### config.mk
export PLATFORM = sky130hd
export DESIGN_NAME = systolic_feed_ctrl_flat
export DESIGN_NICKNAME = d
export VERILOG_FILES = /design/src/rtl/systolic_feed_ctrl_pkg.sv /design/src/rtl/systolic_feed_ctrl_if.sv /design/src/rtl/systolic_feed_ctrl_lane_gen.sv /design/src/rtl/systolic_feed_ctrl.sv /design/src/flat_wrapper.sv
export SDC_FILE = /design/constraint.sdc
export NUM_CORES = 1
export LEC_CHECK = 0
export ABC_AREA = 1
export CAP_MARGIN = 40
export CORE_UTILIZATION = 31
export DETAILED_ROUTE_END_ITERATION = 10
export GPL_ROUTABILITY_DRIVEN = 0
export PLACE_DENSITY_LB_ADDON = 0.12
export SLEW_MARGIN = 5
export SYNTH_ARGS = -nofsm -noshare
export SYNTH_HDL_FRONTEND = slang
export SYNTH_SLANG_ARGS = --single-unit
### constraint.sdc
create_clock -name clk -period 2.6 [get_ports clk]
set_input_delay 0.39 -clock clk [delete_from_list [all_inputs] [get_ports clk]]
set_output_delay 0.39 -clock clk [all_outputs]
set_load 0.01 [all_outputs]
### src/rtl/systolic_feed_ctrl_pkg.sv
// rtl/systolic_feed_ctrl_pkg.sv - shared types, defaults and helpers for the systolic feed sequencer
package systolic_pkg;

  typedef enum logic [1:0] {IDLE, FEED, DRAIN, DONE} state_t;

  localparam int DEF_N      = 2;
  localparam int DEF_ADDR_W = 4;
  // Wide enough for t up to K+N-2 with K up to 2^ADDR_W and the drain count
  localparam int CNT_W      = 8;

  // Lane i carries operand word (t - i) while 0 <= t - i < k
  function automatic logic lane_active(input logic [CNT_W-1:0] t, input int i, input int k);
    return (int'(t) >= i) && (int'(t) < i + k);
  endfunction

endpackage

### src/rtl/systolic_feed_ctrl_if.sv
// rtl/systolic_feed_ctrl_if.sv - start/status and RAM-read bundle between sequencer and array
interface systolic_feed_ctrl_if
  import systolic_pkg::*;
#(
  parameter int N      = DEF_N,
  parameter int ADDR_W = DEF_ADDR_W
);

  logic                start;
  logic                busy;
  logic                done;
  logic [N-1:0]        a_en;
  logic [N*ADDR_W-1:0] a_addr;
  logic [N-1:0]        b_en;
  logic [N*ADDR_W-1:0] b_addr;
  logic [N-1:0]        lane_vld;
  logic                pe_clr;
  logic                pe_en;

  // Sequencer side
  modport master (
    input  start,
    output busy, done, a_en, a_addr, b_en, b_addr, lane_vld, pe_clr, pe_en
  );

  // Requester / array side
  modport slave (
    output start,
    input  busy, done, a_en, a_addr, b_en, b_addr, lane_vld, pe_clr, pe_en
  );

endinterface

### src/rtl/systolic_feed_ctrl_lane_gen.sv
// rtl/systolic_feed_ctrl_lane_gen.sv - per-lane RAM enable and skewed read address
module feed_lane_gen
  import systolic_pkg::*;
#(
  parameter int LANE   = 0,
  parameter int K      = 3,
  parameter int ADDR_W = DEF_ADDR_W,
  parameter int BASE   = 0
) (
  input  logic              clk,
  input  logic              rst,
  input  logic              feed,
  input  logic [CNT_W-1:0]  t,
  output logic              en,
  output logic [ADDR_W-1:0] addr
);

  // Word offset within the lane; wraps modulo the RAM depth
  logic [ADDR_W-1:0] offs;
  assign offs = t[ADDR_W-1:0] - ADDR_W'(LANE);

  // Register en/addr for the upcoming cycle; address holds while the lane is idle
  always_ff @(posedge clk) begin
    if (rst) begin
      en   <= 1'b0;
      addr <= '0;
    end else if (feed && lane_active(t, LANE, K)) begin
      en   <= 1'b1;
      addr <= ADDR_W'(BASE) + offs;
    end else begin
      en   <= 1'b0;
    end
  end

endmodule

### src/rtl/systolic_feed_ctrl.sv
// rtl/systolic_feed_ctrl.sv - skewed operand feed sequencer for an NxN systolic array
module systolic_feed_ctrl
  import systolic_pkg::*;
#(
  parameter int N      = DEF_N,
  parameter int K      = 3,
  parameter int ADDR_W = DEF_ADDR_W,
  parameter int A_BASE = 0,
  parameter int B_BASE = 0
) (
  input  logic                  clk,
  input  logic                  rst,
  systolic_feed_ctrl_if.master  bus
);

  // Last feed step and last drain step (drain covers RAM latency plus PE skew)
  localparam logic [CNT_W-1:0] T_LAST = CNT_W'(K + N - 2);
  localparam logic [CNT_W-1:0] D_LAST = CNT_W'(2 * N - 1);

  state_t             state;
  logic [CNT_W-1:0]   t;
  logic [CNT_W-1:0]   d;
  logic               feed_nxt;
  logic [CNT_W-1:0]   t_nxt;
  logic [N-1:0]       a_en_w;
  logic [N-1:0]       b_en_w;
  logic [N*ADDR_W-1:0] a_addr_w;
  logic [N*ADDR_W-1:0] b_addr_w;

  // Lane generators register their outputs for the step the FSM is entering,
  // so en/addr line up with state and t in the same cycle.
  assign feed_nxt = (state == IDLE && bus.start) || (state == FEED && t != T_LAST);
  assign t_nxt    = (state == FEED) ? t + CNT_W'(1) : '0;

  for (genvar g = 0; g < N; g++) begin : g_lane
    feed_lane_gen #(.LANE(g), .K(K), .ADDR_W(ADDR_W), .BASE(A_BASE)) u_a (
      .clk  (clk),
      .rst  (rst),
      .feed (feed_nxt),
      .t    (t_nxt),
      .en   (a_en_w[g]),
      .addr (a_addr_w[g*ADDR_W +: ADDR_W])
    );
    feed_lane_gen #(.LANE(g), .K(K), .ADDR_W(ADDR_W), .BASE(B_BASE)) u_b (
      .clk  (clk),
      .rst  (rst),
      .feed (feed_nxt),
      .t    (t_nxt),
      .en   (b_en_w[g]),
      .addr (b_addr_w[g*ADDR_W +: ADDR_W])
    );
  end

  assign bus.a_en   = a_en_w;
  assign bus.b_en   = b_en_w;
  assign bus.a_addr = a_addr_w;
  assign bus.b_addr = b_addr_w;

  // Pass sequencing: IDLE -> FEED -> DRAIN -> DONE, with registered status outputs
  always_ff @(posedge clk) begin
    if (rst) begin
      state      <= IDLE;
      t          <= '0;
      d          <= '0;
      bus.busy   <= 1'b0;
      bus.done   <= 1'b0;
      bus.pe_clr <= 1'b0;
      bus.pe_en  <= 1'b0;
    end else begin
      bus.pe_clr <= 1'b0;
      bus.done   <= 1'b0;
      case (state)
        IDLE: begin
          if (bus.start) begin
            state      <= FEED;
            t          <= '0;
            bus.pe_clr <= 1'b1;
            bus.busy   <= 1'b1;
            bus.pe_en  <= 1'b1;
          end
        end
        FEED: begin
          if (t == T_LAST) begin
            state <= DRAIN;
            d     <= '0;
          end else begin
            t <= t + CNT_W'(1);
          end
        end
        DRAIN: begin
          if (d == D_LAST) begin
            state     <= DONE;
            bus.pe_en <= 1'b0;
            bus.done  <= 1'b1;
          end else begin
            d <= d + CNT_W'(1);
          end
        end
        DONE: begin
          state    <= IDLE;
          bus.busy <= 1'b0;
        end
        default: state <= IDLE;
      endcase
    end
  end

  // RAM read data appears one cycle after its enable
  always_ff @(posedge clk) begin
    if (rst) begin
      bus.lane_vld <= '0;
    end else begin
      bus.lane_vld <= a_en_w;
    end
  end

endmodule

### src/flat_wrapper.sv
// flat-port wrapper written by rule: the top's interface ports become plain ports
module systolic_feed_ctrl_flat import systolic_pkg::*;
#(
  parameter int N      = DEF_N,
  parameter int K      = 3,
  parameter int ADDR_W = DEF_ADDR_W,
  parameter int A_BASE = 0,
  parameter int B_BASE = 0
)
  (clk, rst, bus_start, bus_busy, bus_done, bus_a_en, bus_a_addr, bus_b_en, bus_b_addr, bus_lane_vld, bus_pe_clr, bus_pe_en);
  systolic_feed_ctrl_if #(.N(N), .ADDR_W(ADDR_W)) bus_i ();
  input  logic clk;
  input  logic rst;
  input wire logic [$bits(bus_i.start)-1:0] bus_start;
  output wire logic [$bits(bus_i.busy)-1:0] bus_busy;
  output wire logic [$bits(bus_i.done)-1:0] bus_done;
  output wire logic [$bits(bus_i.a_en)-1:0] bus_a_en;
  output wire logic [$bits(bus_i.a_addr)-1:0] bus_a_addr;
  output wire logic [$bits(bus_i.b_en)-1:0] bus_b_en;
  output wire logic [$bits(bus_i.b_addr)-1:0] bus_b_addr;
  output wire logic [$bits(bus_i.lane_vld)-1:0] bus_lane_vld;
  output wire logic [$bits(bus_i.pe_clr)-1:0] bus_pe_clr;
  output wire logic [$bits(bus_i.pe_en)-1:0] bus_pe_en;
  assign bus_i.start = bus_start;
  assign bus_busy = bus_i.busy;
  assign bus_done = bus_i.done;
  assign bus_a_en = bus_i.a_en;
  assign bus_a_addr = bus_i.a_addr;
  assign bus_b_en = bus_i.b_en;
  assign bus_b_addr = bus_i.b_addr;
  assign bus_lane_vld = bus_i.lane_vld;
  assign bus_pe_clr = bus_i.pe_clr;
  assign bus_pe_en = bus_i.pe_en;
  systolic_feed_ctrl #(.N(N), .K(K), .ADDR_W(ADDR_W), .A_BASE(A_BASE), .B_BASE(B_BASE)) u_core (.clk(clk), .rst(rst), .bus(bus_i));
endmodule
# Word level (Yosys, flattened, before mapping)
# Index checks and enable logic that the tools add are counted.
[op_classes]
addsub = 3
multipliers = 0
n_div = 0
magnitude_cmp = 3
eq_ne = 11
n_shift = 0
n_mux = 19
n_bitwise = 2
n_reduce_logical = 18
[ops]
columns = ["operator", "n"]
rows = [
  ["8-bit 2-to-1 mux", 5],
  ["8-bit one-hot mux with 2 select lines", 2],
  ["8-bit by 1-bit adder with 8-bit output, second input constant", 2],
  ["8-bit by 2-bit == test with 1-bit output, second input constant", 2],
  ["3-bit AND reduction", 4],
  ["8-bit by 1-bit greater-or-equal comparator with 1-bit output, second input constant", 1],
  ["8-bit by 2-bit less-than comparator with 1-bit output, second input constant", 1],
  ["8-bit by 3-bit less-than comparator with 1-bit output, second input constant", 1],
  ["2-bit != test, second input constant", 4],
  ["8-bit by 2-bit != test with 1-bit output, second input constant", 1],
  ["2-bit one-hot mux with 4 select lines", 1],
  ["2-bit nonzero test", 4],
  ["1-bit 2-to-1 mux", 6],
  ["2-bit 2-to-1 mux", 3],
  ["1-bit logical AND", 5],
  ["2-bit == test, second input constant", 2],
  ["1-bit one-hot mux with 2 select lines", 2],
  ["2-bit OR reduction", 2],
  ["4-bit by 1-bit subtractor with 4-bit output, second input constant", 1],
  ["2-bit by 1-bit == test with 1-bit output, second input constant", 1],
  ["2-bit logical NOT", 1],
  ["2-bit by 1-bit != test with 1-bit output, second input constant", 1],
  ["1-bit NOT", 2],
  ["2-bit AND reduction", 1],
  ["1-bit logical OR", 1],
]
[totals]
register_bits = 34
latchBits = 0
ram_bits = 0
romBits = 0
output_inout_bits = 26
memories = 0

# Depth between registers and ports, before layout
# Gate-level depths: netlist of run 1.
[logic_depth]
word_depth = 6
ltp_mapped = 13

# Modules after synthesis
# A second synthesis of run 1 with hierarchy kept.
[unflattened]
hier_cells = 369
hier_area_um2 = 2438.6
[modules_own_cells]
columns = ["mod", "instances", "cells_each", "area_each_um2"]
rows = [
  ["systolic_feed_ctrl", 1, 219, 1405.1],
  ["feed_lane_gen at u_core.g_lane[1].u_a ...", 2, 42, 282.8],
  ["feed_lane_gen at u_core.g_lane[0].u_a ...", 2, 33, 234.0],
]

# Least setup slack after synthesis of run 1
# OpenSTA, ideal clock, no wires.
[synth_timing]
kind = "reg2reg"
start = "register u_core.state[1]"
end = "register u_core.g_lane[1].u_a.addr[0]"
setup_ns = 0.115
arrival_ns = 1.853
t_required_ns = 2.485
slack_ns = 0.632
path_stages_with_launch = 13
n_path_buf = 2
synth_period_minus_slack_ns = 1.968
path_cell_list = "dfxtp_1 inv_1 ha_1 buf_4 inv_1 or2_1 clkbuf_2 inv_1 ha_1 nor3_1 nor2_4 a21oi_1 nor2_1"
[synth_lines]
columns = ["element", "line_no", "rtl"]
rows = [
  ["start, declared", "systolic_feed_ctrl.sv:20", "state_t state;"],
  ["start signal, assigned", "systolic_feed_ctrl.sv:62", "state <= IDLE;"],
  ["start signal, assigned", "systolic_feed_ctrl.sv:75", "state <= FEED;"],
  ["start signal, assigned", "systolic_feed_ctrl.sv:84", "state <= DRAIN;"],
  ["2-bit by 1-bit == test with 1-bit output", "systolic_feed_ctrl.sv:33", "assign t_nxt = (state == FEED) ? t + CNT_W'(1) : '0;"],
  ["8-bit 2-to-1 mux", "systolic_feed_ctrl.sv:33", ""],
  ["4-bit by 1-bit subtractor with 4-bit output", "systolic_feed_ctrl_lane_gen.sv:20", "assign offs = t[ADDR_W-1:0] - ADDR_W'(LANE);"],
  ["net u_core.g_lane[1].u_a.offs[0]", "systolic_feed_ctrl_lane_gen.sv:19", "logic [ADDR_W-1:0] offs;"],
  ["end signal, assigned", "systolic_feed_ctrl_lane_gen.sv:29", "addr <= ADDR_W'(BASE) + offs;"],
  ["end, declared", "systolic_feed_ctrl_lane_gen.sv:15", "output logic [ADDR_W-1:0] addr"],
]
# The timed path passes the listed nets, and every way through them passes these cells.
# A chain may end at the register's enable or synchronous reset.

# Worst setup path after layout of run 1
[layout_timing]
start = "register u_core.state[1]"
end = "register u_core.g_lane[1].u_a.addr[1]"
[layout_via]
elab_chain_cells = 5
[layout_rtl]
columns = ["element", "line_no", "rtl"]
rows = [
  ["2-bit by 1-bit == test with 1-bit output (*)", "systolic_feed_ctrl.sv:33", ""],
  ["8-bit 2-to-1 mux (*)", "systolic_feed_ctrl.sv:33", ""],
  ["net u_core.g_lane[0].u_a.offs[0]", "systolic_feed_ctrl_lane_gen.sv:19", ""],
  ["8-bit by 1-bit greater-or-equal comparator with 1-bit output or 8-bit by 3-bit less-than comparator with 1-bit output (tied branches)", "systolic_feed_ctrl_pkg.sv:13", "return (int'(t) >= i) && (int'(t) < i + k);"],
  ["1-bit logical AND", "systolic_feed_ctrl_pkg.sv:13", ""],
  ["1-bit logical AND", "systolic_feed_ctrl_lane_gen.sv:27", "end else if (feed && lane_active(t, LANE, K)) begin"],
]
# The timed path passes the listed nets; every way through them passes the cells marked *.

==> results of run 1 <==
-- power by group --
part	switching (µW)	internal (µW)	total, µW
Clock	204	384	588
Combinational	554	410	964
Sequential	97.9	640	738
Total	856	1430	2290
-- state kept, by name, indices dropped and copies added (netlist names) --
signal	cells
u_core.bus.done	1
u_core.bus.busy	1
u_core.bus.pe_clr	1
u_core.g_lane.u_a.addr	8
u_core.state	2
u_core.d	8
u_core.t	8
u_core.g_lane.u_a.en	2
u_core.bus.pe_en	1
u_core.bus.lane_vld	2
-- worst min-delay path: stages, from the launching register on --
cell and delay (ns):
dfxtp_1 0.32, inv_1 0.05, nor2_1 0.03
-- placed cells by master (no fill, tap or decap), types with 9 or more instances in the layout --
cell type / count
inv_1: 25
a21oi_1: 26
dfxtp_1: 34
nand2_1: 57
ha_1: 10
clkdlybuf4s50_1: 28
o21ai_0: 9
nor2_1: 32
nand3_1: 22
-- kinds of logic after synthesis --
family,share of synthesized area
buf+inv,0.129
fa+ha+maj,0.0671
compound gates,0.103
flops,0.365
simple gates,0.298
xor+xnor,0.0376
-- per-stage QoR --
step	cell area [µm²]	hold WS, ns	util
2_1_floorplan	1870	0.417	-
6_report	2240	0.439	0.398
5_1_grt	2240	0.460	0.398
3_3_place_gp	2110	0.431	0.373
3_5_place_dp	2110	0.432	0.373
4_1_cts	2240	0.446	0.398
-- per-layer routing --
layer	vias to the layer above	global-route usage
met5	-	0
met3	5	0.0400
met4	0	0.0545
met1	661	0.177
li1	857	-
met2	35	0.212
-- worst max path at each step --
stage | slack (ns) | endpoint | start
4_1_cts | 0.45 | u_core.g_lane[1].u_a.addr[1] | u_core.state[1]
2_1_floorplan | 0.63 | u_core.g_lane[1].u_a.addr[0] | u_core.state[1]
6_report | 0.46 | u_core.g_lane[1].u_a.addr[1] | u_core.state[1]
5_1_grt | 0.27 | u_core.g_lane[1].u_a.addr[1] | u_core.state[1]
3_3_place_gp | 0.53 | u_core.g_lane[1].u_a.addr[3] | u_core.state[1]
3_5_place_dp | 0.46 | u_core.g_lane[1].u_a.addr[1] | u_core.state[1]
-- area by class of cell --
cell class,count,area (µm²)
sequential,34,681
inverter,28,105
fill,573,3400
timing repair buffer,29,288
clock inverter,3,68.8
multi-input combinational,182,943
clock buffer,5,68.8
tap,72,90.1
==> metrics.yaml, run 1 <==
grt_pass1_wl_um: 6670
rsz0062_at_grt: "no"
crit_path_end_kind: "flop"
cts_made_buffers: 5
synth_common_cells: "nand2_1, dfxtp_1, nor2_1"
cap_violations: 0
critical_path.max_stage_delay_ns: 0.36
ctsResizeCount: 0
synth_top_cells_by_area: "dfxtp_1, nand2_1, a21oi_1"
pin_count: 29
synth_top_area_frac: 0.365
dpl_worst_slack_ns: 0.463
r2r_start: "u_core.state[1]"
postCtsSetupBuffers: 0
die-area_mm2: 0.00633
placed_cells: 345
finalHoldViolCount: 0
r2r_cells: 10
cts_max_path_buffers: 2
power_density_mw_per_mm2: 1020
hpwl_um: 2730
hold_end: "u_core.bus.lane_vld[0]"
crit_buf_inv: 3
slew_headroom: 0.694
vias: 1558
r2r_end: "u_core.g_lane[1].u_a.addr[1]"
clkSinkCount: 34
synthCells: 263
die_x_um: 79.6
hp-start: "u_core.g_lane[0].u_a.en"
grt_max_degree: 20
core-area_mm2: 0.00564
tritoncts: "built"
overflow: 0
dr_wl_met2_um: 1580
timing.final.crit_share: 0.823
fin_total_pwr_uw: 2290
drtPass1Iterations: 4
top_layer: "met4"
cp_top_family: "simple AND/OR/NAND/NOR gates"
cts-root-buf: "clkbuf_8"
critPathKind: "flop to flop"
synth_fp_nets: 276
path_common_cell: "inv_1"
syn_to_final_growth_pct: 20.3
worstPathArrival_ns: 2.33
r2r_setup_slack_ns: 0.46
synth_area_leader_cell: "dfxtp_1"
grt_use_total: 0.137
synth_most_common_cell: "nand2_1"
clock_skew_ns: 0.00880
antenna_found_initial: 0
yosysWarnings: 0
status: "finished, final reports clean"
path_depth: 10
setup_viol: 0
ir_drop_mv: 0.337
p_leak_uw: 0.000945
n_antenna_cell: 0
slew_viol_final: 0
htreeDepth: 2
hp-class: "flop to flop"
synth-edff-count: 0
grt_pass1_vias: 1485
cp_slowest_cell: "dfxtp_1"
fp-row-count: 27
initial_core_util: 0.331
m1WireLength_um: 1990
ys_types: 26
port_buffers: 28
crit_chain: "inv_1, ha_1, inv_1, or2_1, inv_1, ha_1, nor3_1, nor2_4, a21oi_1, nor2_1"
viasPerCell: 4.41
clkLatencyLatePin_ns: 0.29
final_antenna_net_count: 0
fp.dieH_um: 79.6
crit_path_max_fanout: 9
ys.flop_type: "dfxtp_1"
stdcell_count: 353
wl_per_cell_um: 10.7
crit_required_ns: 2.79
syn_avg_cell_area_um2: 7.09
ys_ff_latch: 34
synth_area_mm2: 0.00187
drive_gt1_frac: 0.0712
fin_tns_setup_ns: 0
finalWirelength_um: 3790
period_minus_slack_ns: 2.14
holdPathStages: 2
drt_iter0_drc: 74
worst_pin_slew_ns: 0.459
fin_ws_ns: 0.460
fmax_mhz: 467
nets: 293
drc: 0
yosysSeqAreaShare: 0.365
startpoint_type: "flop"
async_reset_ff_frac: 0
wl_met3_um: 167
cts_hold_buf: 0
clk_pin_slew_ns: 0.08
Power figures use the tool's default switching activity.
==> run 2: changes to the inputs <==
==> constraint.sdc (replaced) <==
create_clock -name clk -period 1.7 [get_ports clk]
set_input_delay 0.255 -clock clk [delete_from_list [all_inputs] [get_ports clk]]
set_output_delay 0.255 -clock clk [all_outputs]
set_load 0.01 [all_outputs]
==> metrics.yaml, run 2 (synthesized netlist as in run 1, its figures left out) <==
status: "finished, final reports clean"
finalWirelength_um: 4490
n_antenna_cell: 0
port_buffers: 28
htreeDepth: 2
hp-class: "flop to flop"
clkSinkCount: 34
drive_gt1_frac: 0.272
crit_path_end_kind: "flop"
grt_max_degree: 20
fin_util: 0.464
fmax_mhz: 597
cts_max_path_buffers: 2
fin_total_pwr_uw: 4100
placed_cells: 363
cts-root-buf: "clkbuf_8"
stdcell_count: 377
overflow: 0
viasPerCell: 4.69
final_cell_mix: "nand2_1, clkdlybuf4s50_1, nor2_1, dfxtp_1, a21oi_1"
p_switching_uw: 1570
place_area_mm2: 0.00227
cp_slowest_cell: "dfxtp_2"
rsz0062_at_grt: "yes"
crit_chain: "inv_2, ha_4, inv_4, or2_4, ha_4, inv_4, nor3_4, nor2_4, nand3_1, nand2_1, nor2_1"
fp-row-count: 27
syn_to_final_growth_pct: 40.4
initial_core_util: 0.331
fp.dieH_um: 79.6
pwr-share-seq: 0.282
clkLatencyLatePin_ns: 0.29
drt_iter0_drc: 76
p_int_uw: 2530
crit_buf_inv: 3
crit_required_ns: 1.89
core-area_mm2: 0.00564
nets: 317
cts_made_buffers: 5
critPathKind: "flop to flop"
timing.final.crit_share: 0.986
critical_path.max_stage_delay_ns: 0.34
final_antenna_net_count: 0
pin_count: 29
drc: 0
worstPathArrival_ns: 1.86
clk_pin_slew_ns: 0.08
fin_area_mm2: 0.00262
finalHoldViolCount: 0
slew_viol_final: 0
crit_path_max_fanout: 5
antenna_found_initial: 0
vias: 1767
p_leak_uw: 0.00106
top_regs: "u_core.d: 8 flops, u_core.g_lane.u_a.addr: 8 flops, u_core.t: 8 flops"
grt_use_total: 0.146
swShare: 0.384
slew_headroom: 0.661
die-area_mm2: 0.00633
final_common_cell: "nand2_1"
period_minus_slack_ns: 1.68
cts_hold_buf: 0
drtPass1Iterations: 4
cap_violations: 0
hpwl_um: 3010
die_x_um: 79.6
wl_per_cell_um: 11.9
clock_skew_ns: 0.00823
worst_pin_slew_ns: 0.508
grt_pass1_wl_um: 7090
cp_top_family: "simple AND/OR/NAND/NOR gates"
tritoncts: "built"
ir_drop_mv: 0.624
setup_viol: 0
comb_power_share: 0.496
startpoint_type: "flop"
grt_pass1_vias: 1519
power_density_mw_per_mm2: 1570
clkPwrFrac: 0.221
-- run 2: final cells by class --
class                           instances  area [µm²]
Clock buffer                            5        68.8
Clock inverter                          3        68.8
Fill cell                             542        3020
Inverter                               28         120
Multi-Input combinational cell        183        1100
Sequential cell                        34         694
Tap cell                               72        90.1
Timing Repair Buffer                   51         468
Timing Repair inverter                  1        7.51
-- run 2: path summary, 6_finish.rpt --
path / start / endpoint / slack (ns) / cells past startpoint
setup / recovery: u_core.state[1] / u_core.g_lane[1].u_a.addr[0] / 0.02 / 11
hold / removal: u_core.g_lane[0].u_a.en / u_core.bus.lane_vld[0] / 0.45 / 2
setup reg to reg: u_core.state[1] / u_core.g_lane[1].u_a.addr[0] / 0.02 / 11
hold reg to reg: u_core.g_lane[0].u_a.en / u_core.bus.lane_vld[0] / 0.45 / 2
-- run 2: power by group through the flow --
stage	clock network, µW	logic, µW	registers, µW
after global placement	0	1710	1150
after CTS	925	1750	1140
final	908	2040	1160
after global routing	965	2240	1190
after floorplan	0	1120	1170
after detailed placement	0	1710	1150
-- run 2: what timing repair did --
| item | CTS | global route |
|---|---|---|
| cloned | 1 | 1 |
| pin swaps | 1 | 12 |
| setup buffers | 0 | 4 |
| gates resized for setup | 3 | 47 |
| setup endpoints to repair | 4 | 25 |
-- run 2: layer usage --
metal | vias up | GRT usage | routed length [µm]
met2 | 46 | 0.228 | 2050
met1 | 802 | 0.188 | 2150
li1 | 913 | - | -
met5 | - | 0 | 0
met4 | 0 | 0.0491 | 58
met3 | 6 | 0.0457 | 225
-- run 2: worst register-to-register path, stage by stage, from the launching register on --
cell	delay (ns)
dfxtp_2	0.34
inv_2	0.08
ha_4	0.19
inv_4	0.06
or2_4	0.28
ha_4	0.17
inv_4	0.06
nor3_4	0.05
nor2_4	0.15
nand3_1	0.10
nand2_1	0.06
nor2_1	0.04
-- run 2: metrics by stage --
stage | worst slack (ns) | TNS (ns) | hold WS (ns)
after CTS | 0.0116 | 0 | 0.450
after floorplan | -0.0245 | -0.0904 | 0.417
final | 0.0240 | 0 | 0.448
after global placement | -0.0388 | -0.153 | 0.426
after detailed placement | -0.0418 | -0.153 | 0.439
after global routing | -0.0721 | -0.406 | 0.468
